--- src/rtl/lcd_display_sequencer_if.sv ---
// Handshake bundle between the display sequencer and the LCD byte-write engine.
// The sequencer side is the master; the write engine is the slave.
interface lcd_display_sequencer_if;
    logic [7:0] oLCD_DATA;
    logic       oLCD_RS;
    logic       oLCD_START;
    logic       iLCD_DONE;

    modport master (output oLCD_DATA, output oLCD_RS, output oLCD_START, input iLCD_DONE);
    modport slave  (input oLCD_DATA, input oLCD_RS, input oLCD_START, output iLCD_DONE);
endinterface

--- src/rtl/lcd_display_sequencer.sv ---
// Drives a 2x16 character LCD: power-up wait, init commands, then refreshes from a 32-byte buffer.
// Optional macro LCD_SEQ_AUTO_REFRESH_EN: refresh continuously instead of waiting for iUPDATE.
module lcd_display_sequencer #(
    parameter int INIT_WAIT = 1000000,
    parameter int CMD_WAIT  = 2000,
    parameter int CLR_WAIT  = 82000
) (
    input  logic                          iCLK,
    input  logic                          iRST_N,
    input  logic                          iWR_EN,
    input  logic [4:0]                    iWR_ADDR,
    input  logic [7:0]                    iWR_DATA,
    input  logic                          iUPDATE,
    lcd_display_sequencer_if.master       lcd,
    output logic                          oBUSY,
    output logic                          oINIT_DONE
);

    typedef enum logic [2:0] {PWRUP, ISSUE, WAIT_DONE, GAP, IDLE} state_t;

    state_t      state, state_nxt;
    logic [5:0]  idx, idx_nxt;
    logic [31:0] cnt, cnt_nxt;
    logic [31:0] gap_len;
    logic [7:0]  char_buf [32];
    logic [7:0]  data_q, item_data;
    logic        rs_q, item_rs;
    logic        start_q, init_done_q, pending, done_prev, set_init;
    logic [4:0]  buf_sel;

    // The clear command needs a much longer settle time than anything else.
    assign gap_len = (!rs_q && data_q == 8'h01) ? 32'(CLR_WAIT) : 32'(CMD_WAIT);

    always_ff @(posedge iCLK or negedge iRST_N) begin
        if (!iRST_N) begin
            for (int i = 0; i < 32; i++) char_buf[i] <= 8'h20;
        end else if (iWR_EN) begin
            char_buf[iWR_ADDR] <= iWR_DATA;
        end
    end

    always_comb begin
        item_data = 8'h00;
        item_rs   = 1'b0;
        buf_sel   = 5'(idx_nxt - 6'd5);
        if (idx_nxt > 6'd21) buf_sel = 5'(idx_nxt - 6'd6);
        case (idx_nxt)
            6'd0:    item_data = 8'h38;
            6'd1:    item_data = 8'h0C;
            6'd2:    item_data = 8'h01;
            6'd3:    item_data = 8'h06;
            6'd4:    item_data = 8'h80;
            6'd21:   item_data = 8'hC0;
            default: begin
                item_data = char_buf[buf_sel];
                item_rs   = 1'b1;
            end
        endcase
    end

    always_comb begin
        state_nxt = state;
        idx_nxt   = idx;
        cnt_nxt   = cnt + 32'd1;
        set_init  = 1'b0;
        case (state)
            PWRUP: begin
                if (cnt + 32'd1 >= 32'(INIT_WAIT)) begin
                    state_nxt = ISSUE;
                    idx_nxt   = 6'd0;
                    cnt_nxt   = 32'd0;
                end
            end
            ISSUE: begin
                state_nxt = WAIT_DONE;
                cnt_nxt   = 32'd0;
            end
            WAIT_DONE: begin
                cnt_nxt = 32'd0;
                // Only a fresh rising edge counts; a level left high from before is ignored.
                if (lcd.iLCD_DONE && !done_prev) state_nxt = GAP;
            end
            GAP: begin
                if (cnt + 32'd1 >= gap_len) begin
                    cnt_nxt  = 32'd0;
                    set_init = (idx == 6'd3);
                    if (idx == 6'd37) begin
`ifdef LCD_SEQ_AUTO_REFRESH_EN
                        state_nxt = ISSUE;
                        idx_nxt   = 6'd4;
`else
                        state_nxt = IDLE;
`endif
                    end else begin
                        state_nxt = ISSUE;
                        idx_nxt   = idx + 6'd1;
                    end
                end
            end
            IDLE: begin
                cnt_nxt = 32'd0;
                if (iUPDATE || pending) begin
                    state_nxt = ISSUE;
                    idx_nxt   = 6'd4;
                end
            end
            default: begin
                state_nxt = PWRUP;
                idx_nxt   = 6'd0;
                cnt_nxt   = 32'd0;
            end
        endcase
    end

    always_ff @(posedge iCLK or negedge iRST_N) begin
        if (!iRST_N) begin
            state       <= PWRUP;
            idx         <= 6'd0;
            cnt         <= 32'd0;
            data_q      <= 8'h00;
            rs_q        <= 1'b0;
            start_q     <= 1'b0;
            init_done_q <= 1'b0;
            pending     <= 1'b0;
            done_prev   <= 1'b0;
        end else begin
            state     <= state_nxt;
            idx       <= idx_nxt;
            cnt       <= cnt_nxt;
            done_prev <= lcd.iLCD_DONE;
            start_q   <= (state_nxt == ISSUE);
            // Item byte is captured on entry to ISSUE and held through its GAP.
            if (state_nxt == ISSUE) begin
                data_q <= item_data;
                rs_q   <= item_rs;
            end
            if (set_init) init_done_q <= 1'b1;
            if (state == IDLE) pending <= 1'b0;
            else if (iUPDATE) pending <= 1'b1;
        end
    end

    assign lcd.oLCD_DATA  = data_q;
    assign lcd.oLCD_RS    = rs_q;
    assign lcd.oLCD_START = start_q;
    assign oBUSY          = (state != IDLE);
    assign oINIT_DONE     = init_done_q;

endmodule

--- src/flat_wrapper.sv ---
// flat-port wrapper written by rule: the top's interface ports become plain ports
module lcd_display_sequencer_flat 
#(
    parameter int INIT_WAIT = 1000000,
    parameter int CMD_WAIT  = 2000,
    parameter int CLR_WAIT  = 82000
)
  (iCLK, iRST_N, iWR_EN, iWR_ADDR, iWR_DATA, iUPDATE, oBUSY, oINIT_DONE, lcd_oLCD_DATA, lcd_oLCD_RS, lcd_oLCD_START, lcd_iLCD_DONE);
  lcd_display_sequencer_if lcd_i ();
  input  logic iCLK;
  input  logic iRST_N;
  input  logic iWR_EN;
  input  logic [4:0] iWR_ADDR;
  input  logic [7:0] iWR_DATA;
  input  logic iUPDATE;
  output logic oBUSY;
  output logic oINIT_DONE;
  output wire logic [$bits(lcd_i.oLCD_DATA)-1:0] lcd_oLCD_DATA;
  output wire logic [$bits(lcd_i.oLCD_RS)-1:0] lcd_oLCD_RS;
  output wire logic [$bits(lcd_i.oLCD_START)-1:0] lcd_oLCD_START;
  input wire logic [$bits(lcd_i.iLCD_DONE)-1:0] lcd_iLCD_DONE;
  assign lcd_oLCD_DATA = lcd_i.oLCD_DATA;
  assign lcd_oLCD_RS = lcd_i.oLCD_RS;
  assign lcd_oLCD_START = lcd_i.oLCD_START;
  assign lcd_i.iLCD_DONE = lcd_iLCD_DONE;
  lcd_display_sequencer #(.INIT_WAIT(INIT_WAIT), .CMD_WAIT(CMD_WAIT), .CLR_WAIT(CLR_WAIT)) u_core (.iCLK(iCLK), .iRST_N(iRST_N), .iWR_EN(iWR_EN), .iWR_ADDR(iWR_ADDR), .iWR_DATA(iWR_DATA), .iUPDATE(iUPDATE), .lcd(lcd_i), .oBUSY(oBUSY), .oINIT_DONE(oINIT_DONE));
endmodule
--- config.mk ---
export PLATFORM = sky130hd
export DESIGN_NAME = lcd_display_sequencer_flat
export DESIGN_NICKNAME = d
export VERILOG_FILES = /design/src/rtl/lcd_display_sequencer_if.sv /design/src/rtl/lcd_display_sequencer.sv /design/src/flat_wrapper.sv
export SDC_FILE = /design/constraint.sdc
export NUM_CORES = 1
export LEC_CHECK = 0
export CORE_MARGIN = 2
export CORE_UTILIZATION = 35
export CTS_BUF_LIST = sky130_fd_sc_hd__clkbuf_4
export DETAILED_ROUTE_END_ITERATION = 8
export SYNTH_ARGS = -nofsm -noshare
export SYNTH_HDL_FRONTEND = slang
export SYNTH_SLANG_ARGS = --single-unit
--- constraint.sdc ---
create_clock -name iCLK -period 17.9 [get_ports iCLK]
set_clock_uncertainty 0.15 [all_clocks]
set_input_delay 2.685 -clock iCLK [delete_from_list [all_inputs] [get_ports iCLK]]
set_output_delay 2.685 -clock iCLK [all_outputs]
set_load 0.02 [all_outputs]
# Yosys cells after proc, flatten, opt, wreduce, memory -nomap -nowiden
# Cells that the tools add are included.
[totals]
ff_bits = 310
in_bits = 18
output_inout_bits = 12
word_cells = 106
[classes]
n_addsub = 4
n_lt_le_gt_ge = 6
eq_ne = 14
muxes = 28
bitwise = 2
n_reduce_logical = 11
[op_table]
columns = ["operator", "n"]
rows = [
  ["bitwise mux 256 bit", 1],
  ["two-way mux 32 bit", 2],
  ["case mux 32 bit (2 select lines)", 1],
  ["case mux 8 bit (6 select lines)", 1],
  ["binary-select mux 8 bit (select 5 bit)", 1],
  ["demux 8 bit (select 5 bit)", 1],
  ["adder 32 x 1 -> 32 bit (second input constant)", 1],
  [">= comparator 32 x 20 -> 1 bit (second input constant)", 1],
  [">= comparator 32 bit", 1],
  ["two-way mux 6 bit", 4],
  ["two-way mux 8 bit", 3],
  ["case mux 6 bit (4 select lines)", 1],
  ["equality test 6 x 2 -> 1 bit (second input constant)", 3],
  ["two-way mux 17 bit", 1],
  ["two-way mux 3 bit", 5],
  ["case mux 3 bit (5 select lines)", 1],
  [">= comparator 6 bit (second input constant)", 2],
  ["inverter 5 -> 6 bit", 2],
  ["subtractor 5 x 3 -> 5 bit (second input constant)", 2],
  ["equality test 8 x 1 -> 1 bit (second input constant)", 1],
  ["adder 6 x 1 -> 6 bit (second input constant)", 1],
  ["equality test 3 x 1 -> 1 bit (second input constant)", 2],
  ["equality test 3 x 2 -> 1 bit (second input constant)", 2],
  ["equality test 6 x 1 -> 1 bit (second input constant)", 1],
  ["other kinds (17)", 24],
]

# Longest topological paths before layout
[depth]
ltp_word = 13
depth_mapped = 30
ltp_nobuf = 25

# Least setup slack after synthesis
# Ideal clock, no wire load.
[synth_path]
path_type = "in2reg"
from = "input iUPDATE"
to = "register u_core.data_q[2], in the netlist u_core.lcd.oLCD_DATA[2]"
setup_ns = 0.126
arrival_ns = 6.962
t_required_ns = 17.624
setup_slack_ns = 10.662
stages = 20
n_path_buf = 4
path_cell_list = "nor2_1 nand2_1 o21ai_0 mux2_2 a31oi_4 o21ai_1 mux2i_2 clkbuf_1 buf_2 buf_2 ha_1 nor2_1 a221oi_4 mux2i_1 buf_4 mux2_1 o22ai_1 a221oi_1 o2bb2ai_1 o32a_1"
[synth_via]
elab_chain_cells = 10
word_cells_on_any_way = 21
classes_between = "2 x add/sub; 1 x order compare; 6 x eq/ne; 9 x mux; 1 x bitwise; 2 x reduce/logical"
[synth_rtl]
columns = ["item", "line", "source"]
rows = [
  ["start: declaration", "flat_wrapper.sv:15", "input logic iUPDATE;"],
  ["logical OR 1 bit (*)", "lcd_display_sequencer.sv:102", "if (iUPDATE || pending) begin"],
  ["two-way mux 6 bit", "lcd_display_sequencer.sv:102", ""],
  ["case mux 6 bit (4 select lines)", "lcd_display_sequencer.sv:66", "case (state)"],
  ["subtractor 5 x 3 -> 5 bit, or another cell as far along", "lcd_display_sequencer.sv:45", "buf_sel = 5'(idx_nxt - 6'd5);"],
  ["two-way mux 5 bit", "lcd_display_sequencer.sv:46", "if (idx_nxt > 6'd21) buf_sel = 5'(idx_nxt - 6'd6);"],
  ["inverter 5 -> 6 bit (not written as such)", "lcd_display_sequencer.sv:55", "item_data = char_buf[buf_sel];"],
  ["binary-select mux 8 bit (select 5 bit)", "lcd_display_sequencer.sv:55", ""],
  ["two-way mux 8 bit (not written as such) (2 in series)", "lcd_display_sequencer.sv:55", ""],
  ["case mux 8 bit (6 select lines)", "lcd_display_sequencer.sv:47", "case (idx_nxt)"],
  ["end signal: assignment", "lcd_display_sequencer.sv:134", "data_q <= item_data;"],
  ["end: declaration", "lcd_display_sequencer.sv:26", "logic [7:0] data_q, item_data;"],
]
# Mark *: on every way between the ends. The rest lies on a longest branch, timed or not. The select of a mux whose other input is x is not followed.
# A chain may end at the register's enable or synchronous reset.

# Worst setup path in the final report
[layout_path]
from = "register u_core.cnt[6]"
to = "register u_core.data_q[3], in the netlist u_core.lcd.oLCD_DATA[3]"
[layout_via]
elab_chain_cells = 11
word_cells_on_any_way = 25
classes_between = "3 x add/sub; 3 x order compare; 6 x eq/ne; 11 x mux; 1 x bitwise; 1 x reduce/logical"
[layout_rtl]
columns = ["item", "line", "source"]
rows = [
  ["start: declaration", "lcd_display_sequencer.sv:23", "logic [31:0] cnt, cnt_nxt;"],
  ["start signal: assignment", "lcd_display_sequencer.sv:129", "cnt <= cnt_nxt;"],
  ["adder 32 x 1 -> 32 bit (*)", "lcd_display_sequencer.sv:68, lcd_display_sequencer.sv:84", ""],
  [">= comparator 32 bit or >= comparator 32 x 20 -> 1 bit (tied branches)", "lcd_display_sequencer.sv:84, lcd_display_sequencer.sv:68", ""],
  ["two-way mux 6 bit (on tied branches)", "lcd_display_sequencer.sv:84, lcd_display_sequencer.sv:68", ""],
  ["case mux 6 bit (4 select lines)", "lcd_display_sequencer.sv:66", ""],
  ["subtractor 5 x 3 -> 5 bit, or another cell as far along", "lcd_display_sequencer.sv:45", ""],
  ["two-way mux 5 bit", "lcd_display_sequencer.sv:46", ""],
  ["inverter 5 -> 6 bit (not written as such)", "lcd_display_sequencer.sv:55", ""],
  ["binary-select mux 8 bit (select 5 bit)", "lcd_display_sequencer.sv:55", ""],
  ["two-way mux 8 bit (not written as such) (2 in series)", "lcd_display_sequencer.sv:55", ""],
  ["case mux 8 bit (6 select lines)", "lcd_display_sequencer.sv:47", ""],
]
# Marks and branches as above.

==> reports/metrics.cfg <==
[power]
internal-power_mw=1.83
total_leakage_power_nw=7.78
total_power_mw=3.12
ir_worst_vdd_uv=124
p_sw_mw=1.29
p_clk_frac=0.207
powerDensity_nw_per_um2=174
combPwrFrac=0.492
seqPwrFrac=0.301
p_sw_frac=0.415

[worst_setup_path]
crit_path_start=u_core.cnt[6]
arrival_ns=9.03
cp_data_required_time_ns=18.42
worstSetupPathType=register to register
worst-path-max-fanout=36
r2r_start=u_core.cnt[6]
r2r_end=u_core.lcd.oLCD_DATA[3]
r2r_setup_slack_ns=9.39
setup.worst_path.end_class=register
rr_worst_depth=25
cp-start-kind=register
crit_end=u_core.lcd.oLCD_DATA[3]

[floorplan]
placement_rows=78
io_pins=30
core_sq_um=45100
dieHeight_um=217
start_util=0.353
dieArea_sq_um=47100
die_w_um=217

[clocking]
ctsRootBufferMaster=clkbuf_4
clock_tree.buffer_depth=3
cts_resized=0
cts_tree=done
numCtsBuffers=82
cts.hold.buffers_added=0
cts.sinks=310
cts_setup_buffers=0
clk_latency_ns=0.78
htreeDepth=3
clk_transition_reported_paths_ns=0.07

[drt]
drt_iter0_markers=722
ant_nets=0
viasPerCell=5.48
finalWirelength_mm=42.4
vias=11300
drtPass1Iterations=5
post_drt_wl_per_cell_um=20.7
drc=0

[sta]
max_freq_ghz=0.118
maxSlewViolCount=0
finalHoldViolations=0
fin_tns_setup_ns=0
setup_violations=0
rsz0062_at_grt=no
fin_crit_ns=8.51
relSlewSlack=0.163
min_period_over_period=0.475
worst_pin_slew_ns=1.25

[synth]
yosys.area.top_type=dfrtp_1
yosysMostFrequentCell=dfrtp_1
yosysUniqueCellTypes=87
yosys-top-cells-count=dfrtp_1, mux2_2, nand2_1, nor2_1, mux2i_1
synth_area_leaders=dfrtp_1, mux2_2, dfstp_2
yosysTopAreaCellShare=0.438
synth_flop_cell=dfrtp_1
seq_area_frac_synth=0.490
ys_seq_elements=310
yosys_warnings=0
syn_inst=1320
synth_area_sq_um=15900
synthArstFlopShare=1.00
avgSynthCellArea_sq_um=12.0
synth_edf_count=0

[final_layout]
fin_nets=1419
fin_area_sq_um=17900
syn_to_final_growth_pct=12.6
fin_cells=2052
layout-drive-gt1-share=0.354

[grt]
overflow=0
antenna_found_initial=1
grt_usage=0.185
grt_pass1_vias=11500
grt_pass1_wl_mm=66.7
grt_max_degree=111

[placement]
port_buffers=29
dp.cells=1901
place_congestion=0.850
placed_area_sq_um=16800
dp_hpwl_mm=28.3

[hold_path]
hp-class=register to register

[run]
maxCapViolations=0

[outcome]
status=finished, final reports clean

[flip-flops by register name, summed over array words and instances, names as in the netlist]
signal,count
u_core.char_buf,256
u_core.oINIT_DONE,1
u_core.idx,6
u_core.cnt,32
u_core.done_prev,1
u_core.pending,1
u_core.lcd.oLCD_DATA,8
u_core.lcd.oLCD_RS,1
u_core.lcd.oLCD_START,1
u_core.state,3
[worst min path at each step]
stage / from / depth (start not counted) / end
floorplan: u_core.cnt[0] / 1 / u_core.cnt[0]
global placement: u_core.cnt[0] / 1 / u_core.cnt[0]
detailed placement: u_core.oINIT_DONE / 1 / u_core.oINIT_DONE
CTS: u_core.oINIT_DONE / 1 / u_core.oINIT_DONE
global route: u_core.oINIT_DONE / 1 / u_core.oINIT_DONE
finish: u_core.oINIT_DONE / 1 / u_core.oINIT_DONE
[routing by layer]
metal | routed length, um | global-route usage
met1 | 19200 | 0.251
met2 | 19500 | 0.287
met3 | 2510 | 0.0451
met4 | 1240 | 0.0662
met5 | 0 | 0
[cell families (layout without fill, tap and decap cells)]
logic type,Yosys count,count (layout),synth area share
buf+inv,104,223,0.0285
flops,310,310,0.490
mux,359,359,0.270
xor+xnor,19,19,0.0109
simple gates,348,348,0.107
other cells,1,14,0.000236
compound gates,163,163,0.0810
fa+ha+maj,16,16,0.0126
[layout make-up]
class	instances	area (sq um)
multi-input combinational	917	7730
tap	600	751
sequential	310	7800
timing repair buffer	49	445
clock buffer	128	961
inverter	25	93.8
antenna	2	5.00
clock inverter	21	121
fill	4427	27200
[layout by cell type, fill, tap and decap left out, types with 6 or more instances in the layout]
master / count
and2_1: 7
mux2i_1: 56
a31oi_1: 12
nand4_1: 17
nor4_1: 10
nor2b_1: 12
o22ai_1: 8
nor3_1: 17
xnor2_1: 9
a21oi_1: 16
and3_1: 7
or3_1: 11
o221ai_1: 15
conb_1: 12
inv_1: 23
clkdlybuf4s50_1: 28
dfrtp_1: 278
a2bb2oi_1: 8
or2_2: 6
buf_4: 20
mux2_2: 270
or4_1: 6
nor2_1: 75
clkinv_1: 11
dfstp_2: 32
nor3b_1: 6
clkbuf_4: 128
ha_1: 16
nand3_1: 35
nand2_1: 116
xor2_1: 8
mux4_2: 28
o21ai_0: 20
[power groups by stage]
stage,logic (mW),clock network [mW],registers (mW)
finish,1.54,0.645,0.940
detailed placement,1.53,0,0.952
global placement,1.51,0,0.948
CTS,1.53,0.664,0.940
global route,1.64,0.701,0.956
floorplan,1.08,0,0.924
[critical path: stages (launching register included)]
cell and delay, ns:
dfrtp_1 0.44, nand4_1 0.43, nor4_1 0.66, and3_1 0.26, xnor2_1 0.20, inv_1 0.09
ha_1 0.28, nand2_1 0.05, or2_2 0.30, nor3_1 0.23, nor4b_2 0.14, and2_1 0.25
nor3_1 0.54, mux2i_4 0.11, buf_4 0.31, inv_2 0.56, ha_1 0.36, nor2_1 0.10
a221oi_4 0.22, buf_4 0.42, mux2_2 0.61, nor2_1 0.76, a32oi_1 0.25, nand3_1 0.16
o2111ai_1 0.12, o32a_1 0.37
[metrics by stage]
step            util  setup slack (ns)  hold WS [ns]
5_1_grt        0.397              8.74         0.337
6_report       0.397              9.39         0.320
3_3_place_gp   0.373              9.34         0.319
2_1_floorplan      -             10.66         0.303
3_5_place_dp   0.373              9.24         0.312
4_1_cts        0.397              9.45         0.321
Note: power is estimated with default switching activity, not from simulation.
